[config.mk]
export PLATFORM = sky130hd
export DESIGN_NAME = mmio_timer_responder
export DESIGN_NICKNAME = d
export VERILOG_FILES = /design/src/rtl/mmio_timer_responder.sv
export SDC_FILE = /design/constraint.sdc
export NUM_CORES = 1
export LEC_CHECK = 0
export ABC_AREA = 1
export CAP_MARGIN = 25
export CORE_ASPECT_RATIO = 1.25
export CORE_UTILIZATION = 59
export DETAILED_ROUTE_END_ITERATION = 16
export PLACE_DENSITY = 0.84
export SETUP_SLACK_MARGIN = 0.15
export SLEW_MARGIN = 20
export SYNTH_ARGS = -nofsm -noshare
export SYNTH_HDL_FRONTEND = slang
export SYNTH_SLANG_ARGS = --single-unit
[constraint.sdc]
create_clock -name clock -period 2.9 [get_ports clock]
set_input_delay 0.29 -clock clock [delete_from_list [all_inputs] [get_ports clock]]
set_output_delay 0.29 -clock clock [all_outputs]
set_load 0.05 [all_outputs]
[src/rtl/mmio_timer_responder.sv]
// Memory-mapped prescaled 32-bit timer with compare, W1C status flags and level interrupt.
// Reads are registered (one-cycle latency) and return pre-update values.
module mmio_timer_responder #(
    parameter logic [31:0] BASE_ADDR  = 32'h0000_FF00,
    parameter int unsigned PRESCALE_W = 16
) (
    input  logic        clock,
    input  logic        reset,
    input  logic [31:0] Address,
    input  logic        Wr,
    input  logic [31:0] DataIn,
    output logic [31:0] DataOut,
    output logic        Hit,
    output logic        Irq
);

    typedef enum logic [1:0] {
        REG_CTRL    = 2'd0,
        REG_COUNT   = 2'd1,
        REG_COMPARE = 2'd2,
        REG_STATUS  = 2'd3
    } reg_sel_e;

    localparam logic [PRESCALE_W-1:0] PRE_ONE = PRESCALE_W'(1);

    logic                  en_q, en_d;
    logic                  auto_q, auto_d;
    logic                  irqen_q, irqen_d;
    logic [PRESCALE_W-1:0] presc_q, presc_d;
    logic [PRESCALE_W-1:0] pre_q, pre_d;
    logic [31:0]           count_q, count_d;
    logic [31:0]           compare_q, compare_d;
    logic                  match_q, match_d;
    logic                  ovf_q, ovf_d;
    logic [31:0]           dout_q, dout_d;
    logic                  hit_q, hit_d;
    logic                  irq_q, irq_d;

    logic                  hit;
    reg_sel_e              sel;
    logic                  wr_ctrl, wr_count, wr_compare, wr_status;
    logic                  tick;
    logic                  match_set, ovf_set;
    logic [31:0]           ctrl_rd, status_rd;
    logic                  unused_addr_lsbs;

    assign unused_addr_lsbs = &{1'b0, Address[1:0]};

    always_comb begin
        hit        = (Address[31:4] == BASE_ADDR[31:4]);
        sel        = reg_sel_e'(Address[3:2]);
        wr_ctrl    = Wr && hit && (sel == REG_CTRL);
        wr_count   = Wr && hit && (sel == REG_COUNT);
        wr_compare = Wr && hit && (sel == REG_COMPARE);
        wr_status  = Wr && hit && (sel == REG_STATUS);

        ctrl_rd                       = '0;
        ctrl_rd[0]                    = en_q;
        ctrl_rd[1]                    = auto_q;
        ctrl_rd[2]                    = irqen_q;
        ctrl_rd[16 +: PRESCALE_W]     = presc_q;
        status_rd                     = '0;
        status_rd[0]                  = match_q;
        status_rd[1]                  = ovf_q;
        status_rd[16 +: PRESCALE_W]   = pre_q;

        hit_d  = hit;
        dout_d = '0;
        if (hit) begin
            case (sel)
                REG_CTRL:    dout_d = ctrl_rd;
                REG_COUNT:   dout_d = count_q;
                REG_COMPARE: dout_d = compare_q;
                REG_STATUS:  dout_d = status_rd;
                default:     dout_d = '0;
            endcase
        end

        // A CTRL write restarts the prescale period and suppresses this cycle's tick.
        tick  = 1'b0;
        pre_d = pre_q;
        if (wr_ctrl) begin
            pre_d = '0;
        end else if (en_q) begin
            if (pre_q == presc_q) begin
                pre_d = '0;
                tick  = 1'b1;
            end else begin
                pre_d = pre_q + PRE_ONE;
            end
        end

        match_set = 1'b0;
        ovf_set   = 1'b0;
        count_d   = count_q;
        if (wr_count) begin
            count_d = DataIn;
        end else if (tick) begin
            if (count_q == compare_q) begin
                match_set = 1'b1;
                ovf_set   = (count_q == 32'hFFFF_FFFF) && !auto_q;
                count_d   = auto_q ? '0 : count_q + 32'd1;
            end else if (count_q == 32'hFFFF_FFFF) begin
                ovf_set = 1'b1;
                count_d = '0;
            end else begin
                count_d = count_q + 32'd1;
            end
        end

        compare_d = wr_compare ? DataIn : compare_q;

        en_d    = en_q;
        auto_d  = auto_q;
        irqen_d = irqen_q;
        presc_d = presc_q;
        if (wr_ctrl) begin
            en_d    = DataIn[0];
            auto_d  = DataIn[1];
            irqen_d = DataIn[2];
            presc_d = DataIn[16 +: PRESCALE_W];
        end

        // Hardware set wins over a same-cycle W1C clear.
        match_d = (match_q && !(wr_status && DataIn[0])) || match_set;
        ovf_d   = (ovf_q   && !(wr_status && DataIn[1])) || ovf_set;

        irq_d = irqen_q && (match_q || ovf_q);
    end

    always_ff @(posedge clock) begin
        if (!reset) begin
            en_q      <= 1'b0;
            auto_q    <= 1'b0;
            irqen_q   <= 1'b0;
            presc_q   <= '0;
            pre_q     <= '0;
            count_q   <= '0;
            compare_q <= '0;
            match_q   <= 1'b0;
            ovf_q     <= 1'b0;
            dout_q    <= '0;
            hit_q     <= 1'b0;
            irq_q     <= 1'b0;
        end else begin
            en_q      <= en_d;
            auto_q    <= auto_d;
            irqen_q   <= irqen_d;
            presc_q   <= presc_d;
            pre_q     <= pre_d;
            count_q   <= count_d;
            compare_q <= compare_d;
            match_q   <= match_d;
            ovf_q     <= ovf_d;
            dout_q    <= dout_d;
            hit_q     <= hit_d;
            irq_q     <= irq_d;
        end
    end

    assign DataOut = dout_q;
    assign Hit     = hit_q;
    assign Irq     = irq_q;

endmodule

# ---- Yosys cells after proc, flatten, opt, wreduce, memory -nomap -nowiden
# Cells that the tools add are included.
dict set report word_totals {
  ff_bits 135
  input_bits 67
  output_inout_bits 34
  elab_cells 60
}
dict set report op_classes {
  addsub 2
  n_eq_ne 7
  mux 17
  bitwise 1
  reduce_logical 21
}
# operator n
set op_table {}
lappend op_table {{$mux W32} 5}
lappend op_table {{$pmux W32 S4} 1}
lappend op_table {{$add A32 B1 Y32 const B} 1}
lappend op_table {{$eq A32 B32 Y1} 1}
lappend op_table {{$eq A32 B32 Y1 const B} 1}
lappend op_table {{$eq A28 B12 Y1 const B} 1}
lappend op_table {{$add A16 B1 Y16 const B} 1}
lappend op_table {{$eq A16 B16 Y1} 1}
lappend op_table {{$mux W16} 1}
lappend op_table {{$logic_and A1 B1 Y1} 11}
lappend op_table {{$mux W1} 10}
lappend op_table {{$eq A2 B2 Y1 const B} 2}
lappend op_table {{$logic_not A1 Y1} 3}
lappend op_table {{$logic_or A1 B1 Y1} 3}
lappend op_table {{$eq A2 B1 Y1 const B} 1}
lappend op_table {{$logic_not A2 Y1} 1}
lappend op_table {{$reduce_and A2 Y1} 1}
lappend op_table {{$reduce_bool A2 Y1} 1}
lappend op_table {{$reduce_or A2 Y1} 1}
lappend op_table {{$not A1 Y1} 1}

# ---- Longest topological paths before layout
dict set report depth {
  word_depth 7
  depth_mapped 15
  depth_no_buf 14
}

# ---- Worst setup path before layout
# No wires, ideal clock.
dict set report synth_path {
  path_kind {register to register}
  startpoint {reg count_q[1]}
  endpoint {reg count_q[11]}
  setup_ps 135
  arrival_ps 1688
  required_ps 2765
  slack_ps 1077
  path_stages_with_launch 14
  n_path_buf 1
  period_less_slack_ps 1823
  path_cell_list {dfxtp_1 -> ha_1 -> nand2_2 -> nor2_1 -> nand2_1 -> nor2_2 -> inv_2 -> nor2_4 -> buf_4 -> nor2_1 -> nand2_1 -> nand2_1 -> nand3_1 -> a21oi_2}
}
dict set report synth_via {
  elab_chain_len 5
  word_cells_on_any_way 8
  cone_classes {1 x add/sub; 2 x eq/ne; 5 x mux}
}
# item line_no
set synth_lines {}
lappend synth_lines {{start: declaration} 31} ;# logic [31:0] count_q, count_d;
lappend synth_lines {{start signal: assignment} 151} ;# count_q <= count_d;
lappend synth_lines {{$add A32 B1 Y32 / $eq A32 B32 Y1 (equally long branches)} {102, 107, 103}}
lappend synth_lines {{$mux W32, on equally long branches} {103, 102}}
lappend synth_lines {{$mux W32 (*)} 99} ;# if (count_q == compare_q) begin
lappend synth_lines {{$mux W32 (*)} 98} ;# end else if (tick) begin
lappend synth_lines {{$mux W32 (*)} 96} ;# if (wr_count) begin
# Every way passes the cells marked *; elsewhere a longest branch is shown, timed or not. The select of a mux whose other input is x is not followed.
# A chain may end at the register's enable or synchronous reset.

# ---- Worst setup path in the final report
dict set report layout_path {
  startpoint {reg pre_q[12]}
  endpoint {reg count_q[30]}
}
dict set report layout_via {
  elab_chain_len 5
}
# item line_no
set layout_lines {}
lappend layout_lines {{start: declaration} 30} ;# logic [PRESCALE_W-1:0] pre_q, pre_d;
lappend layout_lines {{start signal: assignment} 150} ;# pre_q <= pre_d;
lappend layout_lines {{$eq A16 B16 Y1} 85} ;# if (pre_q == presc_q) begin
lappend layout_lines {{$mux W1} 85}
lappend layout_lines {{$mux W1} 84} ;# end else if (en_q) begin
lappend layout_lines {{$mux W1} 82} ;# if (wr_ctrl) begin
lappend layout_lines {{$reduce_bool A2 Y1 (no source line)} n/a}
# Every way passes these cells.

==> results.py <==
metrics = {
    "outcome": {
        "status": "finished clean",
    },
    "power": {
        "peakVddDrop_uv": 392,
        "power_density_mw_per_mm2": 423,
        "power_leakage_nw": 4.21,
    },
    "die": {
        "die_area_mm2": 0.0148,
        "die_height_um": 136,
        "core_area_mm2": 0.0139,
        "fp.dieW_um": 109,
        "rows": 48,
        "initial_core_util": 0.608,
        "io_pins": 101,
    },
    "cells_and_area": {
        "num_antenna_cells": 0,
        "multi_input_area_mm2": 0.00477,
        "seq_area_mm2": 0.00270,
        "area_delta_synth_final_pct": 19.3,
        "fill_cells": 1198,
        "post-route-util": 0.725,
        "fin_area_mm2": 0.0101,
        "drive_gt1_frac": 0.0658,
        "num-nets-final": 1576,
    },
    "clocking": {
        "tritoncts": "built",
        "clock_sinks": 135,
        "postCtsSetupRepairBufs": 0,
        "cts_buffer_depth": 2,
        "htree_num_levels": 4,
        "path_clk_slew_ns": 0.06,
        "clock_latency_ns": 0.43,
        "numCtsBuffers": 17,
        "postCtsHoldBufs": 0,
        "cts_resized": 0,
        "cts_root_buffer": "clkbuf_16",
    },
    "synthesis": {
        "seq_area_frac_synth": 0.319,
        "synth-seq-cells": 135,
        "avgSynthCellArea_um2": 5.92,
        "synth_area_mm2": 0.00847,
        "synth_cells": 1430,
        "ys_types": 41,
        "yosysWarnings": 0,
        "synthesis.nets": 1499,
    },
    "setup_path": {
        "r2r_slack_ns": 0.38,
        "cp.arrival_ns": 2.89,
        "reg2reg_to": "count_q[30]",
        "endpoint_kind": "register",
        "reg2reg_depth": 11,
        "critPathKind": "reg -> reg",
        "worst_setup_path_start_kind": "register",
        "worstPathRequired_ns": 3.27,
        "timing.rr.start": "pre_q[12]",
        "crit_path_max_fanout": 27,
    },
    "timing": {
        "clock_skew_ns": 0.00592,
        "hold_viol_final": 0,
        "whs_ns": 0.470,
        "clock.fmax_ghz": 0.396,
        "tightest_slew_ns": 0.913,
        "rsz0062_at_grt": "false",
        "setup_viol": 0,
        "tns_ns": 0,
        "layout_min_cycle_time_ns": 2.52,
        "period_share": 0.870,
        "final-max-slew-violation-count": 0,
        "max-slew-margin-rel": 0.390,
    },
    "grt": {
        "gr-usage-met1": 0.427,
        "use_met2": 0.618,
        "grt_max_degree": 66,
        "use_met3": 0.0911,
        "busiest_layer": "met2",
        "first_global_vias": 8520,
        "gr-usage-all-layers": 0.373,
        "grt_remaining_overflow": 0,
        "antenna_found_initial": 0,
        "grt_pass1_wl_um": 42500,
    },
    "routing": {
        "drt-initial-drc-count": 959,
        "routed_via_density": 5.48,
        "drt_first_pass_iters": 5,
        "drc_errors": 0,
        "drt_wl_total_um": 26300,
        "ant_nets": 0,
        "vias": 9282,
        "routedWlPerCell_um": 15.5,
    },
    "worst_hold_path": {
        "min_path_cells": 2,
        "hp-class": "reg -> reg",
        "hold_path_end": "Irq",
        "worstHoldStart": "irqen_q",
    },
    "place": {
        "gp_congestion": 0.959,
        "placed_area_mm2": 0.00951,
        "dp_hpwl_um": 18900,
        "io_buffers": 98,
    },
    "run": {
        "cap_violations": 0,
    },
}
-- metal layers --
metal	wire length [um]	part of all wire
met1	10400	0.39
met2	12800	0.49
met3	1840	0.070
met4	1320	0.050
met5	0	0
-- cells by family after synthesis --
kind of cell / share of synthesized area
buffers and inverters: 0.118
and+or+nand+nor: 0.420
adders and majority gates: 0.00295
xor gates and xnor gates: 0.0238
DFF: 0.319
AOI/OAI and AO/OA: 0.115
-- sequential cells by signal, indices dropped and copies added (netlist names) --
signal     flops
DataOut       32
compare_q     32
count_q       32
pre_q         16
presc_q       16
Hit            1
Irq            1
auto_q         1
en_q           1
irqen_q        1
match_q        1
ovf_q          1
-- where the power goes --
| part | switching (mW) | internal [mW] | total (mW) |
|---|---|---|---|
| Sequential | 0.00000000173 | 1.85 | 1.85 |
| Combinational | 0.106 | 0.0945 | 0.201 |
| Clock | 0.844 | 1.37 | 2.22 |
-- worst max-delay path by stage --
| stage | slack [ns] | startpoint | endpoint | depth (start not counted) |
|---|---|---|---|---|
| 3_3_place_gp | 0.39 | Address[10] | count_q[24] | 14 |
| 4_1_cts | 0.44 | pre_q[12] | count_q[30] | 11 |
| 6_report | 0.38 | pre_q[12] | count_q[30] | 11 |
| 3_5_place_dp | 0.33 | Address[9] | count_q[24] | 14 |
| 5_1_grt | 0.21 | pre_q[12] | count_q[31] | 11 |
| 2_1_floorplan | 1.08 | count_q[1] | count_q[11] | 13 |
-- per-stage QoR --
step	setup WS (ns)	instances	power [mW]
2_1_floorplan	1.08	1430	1.96
3_3_place_gp	0.392	1663	2.09
3_5_place_dp	0.331	1663	2.09
4_1_cts	0.436	1695	4.27
5_1_grt	0.207	1695	4.36
6_report	0.377	1695	4.27
-- worst max-delay path, cell delays in order, from the launching register on --
cell and delay, ns:
dfxtp_1 0.45, xnor2_1 0.15, nand2_1 0.08, nor2_1 0.19
nand2_1 0.12, nor2_2 0.18, nand3_2 0.36, nand2_4 0.44
inv_1 0.19, nor2_1 0.16, nor2_1 0.05, nor2_1 0.07
-- cell usage after synthesis (all sizes together) --
library cell	instances	share of area
clkbuf	25	0.012
nand3	98	0.060
nor3b	5	0.0050
buf	34	0.026
clkinv	2	0.00089
a31oi	2	0.0015
a221oi	15	0.016
and2	1	0.00074
xor2	12	0.012
nand4	6	0.0044
nor3	9	0.0053
inv	177	0.078
o22ai	15	0.011
nor4	1	0.0015
xnor2	11	0.011
a211oi	30	0.027
dfxtp	135	0.32
nand2	491	0.22
o21ai	28	0.017
dlygate4sd1	1	0.0010
nor2	259	0.12
ha	2	0.0030
o21bai	1	0.00089
o221ai	1	0.0010
or2	2	0.0015
a21oi	67	0.042
-- cells in the final DEF (no fill, tap or decap), drive strengths merged, types with 3 or more instances in the layout --
master and n:
nand2 491, nor2 259, inv 177, dfxtp 135, clkdlybuf4s50 98, nand3 98, a21oi 67, a211oi 30
o21ai 28, buf 20, clkbuf 20, o22ai 15, a221oi 15, xor2 12, xnor2 11, clkinv 10
nor3 9, nand4 6, nor3b 5, bufinv 3
-- layout make-up --
cell class / count / area share
Inverter: 179 / 0.0665
Timing Repair Buffer: 118 / 0.113
Multi-Input combinational cell: 1056 / 0.472
Sequential cell: 135 / 0.267
Clock inverter: 12 / 0.0151
Tap cell: 175 / 0.0217
Clock buffer: 20 / 0.0442
(Power assumes the default switching activity.)
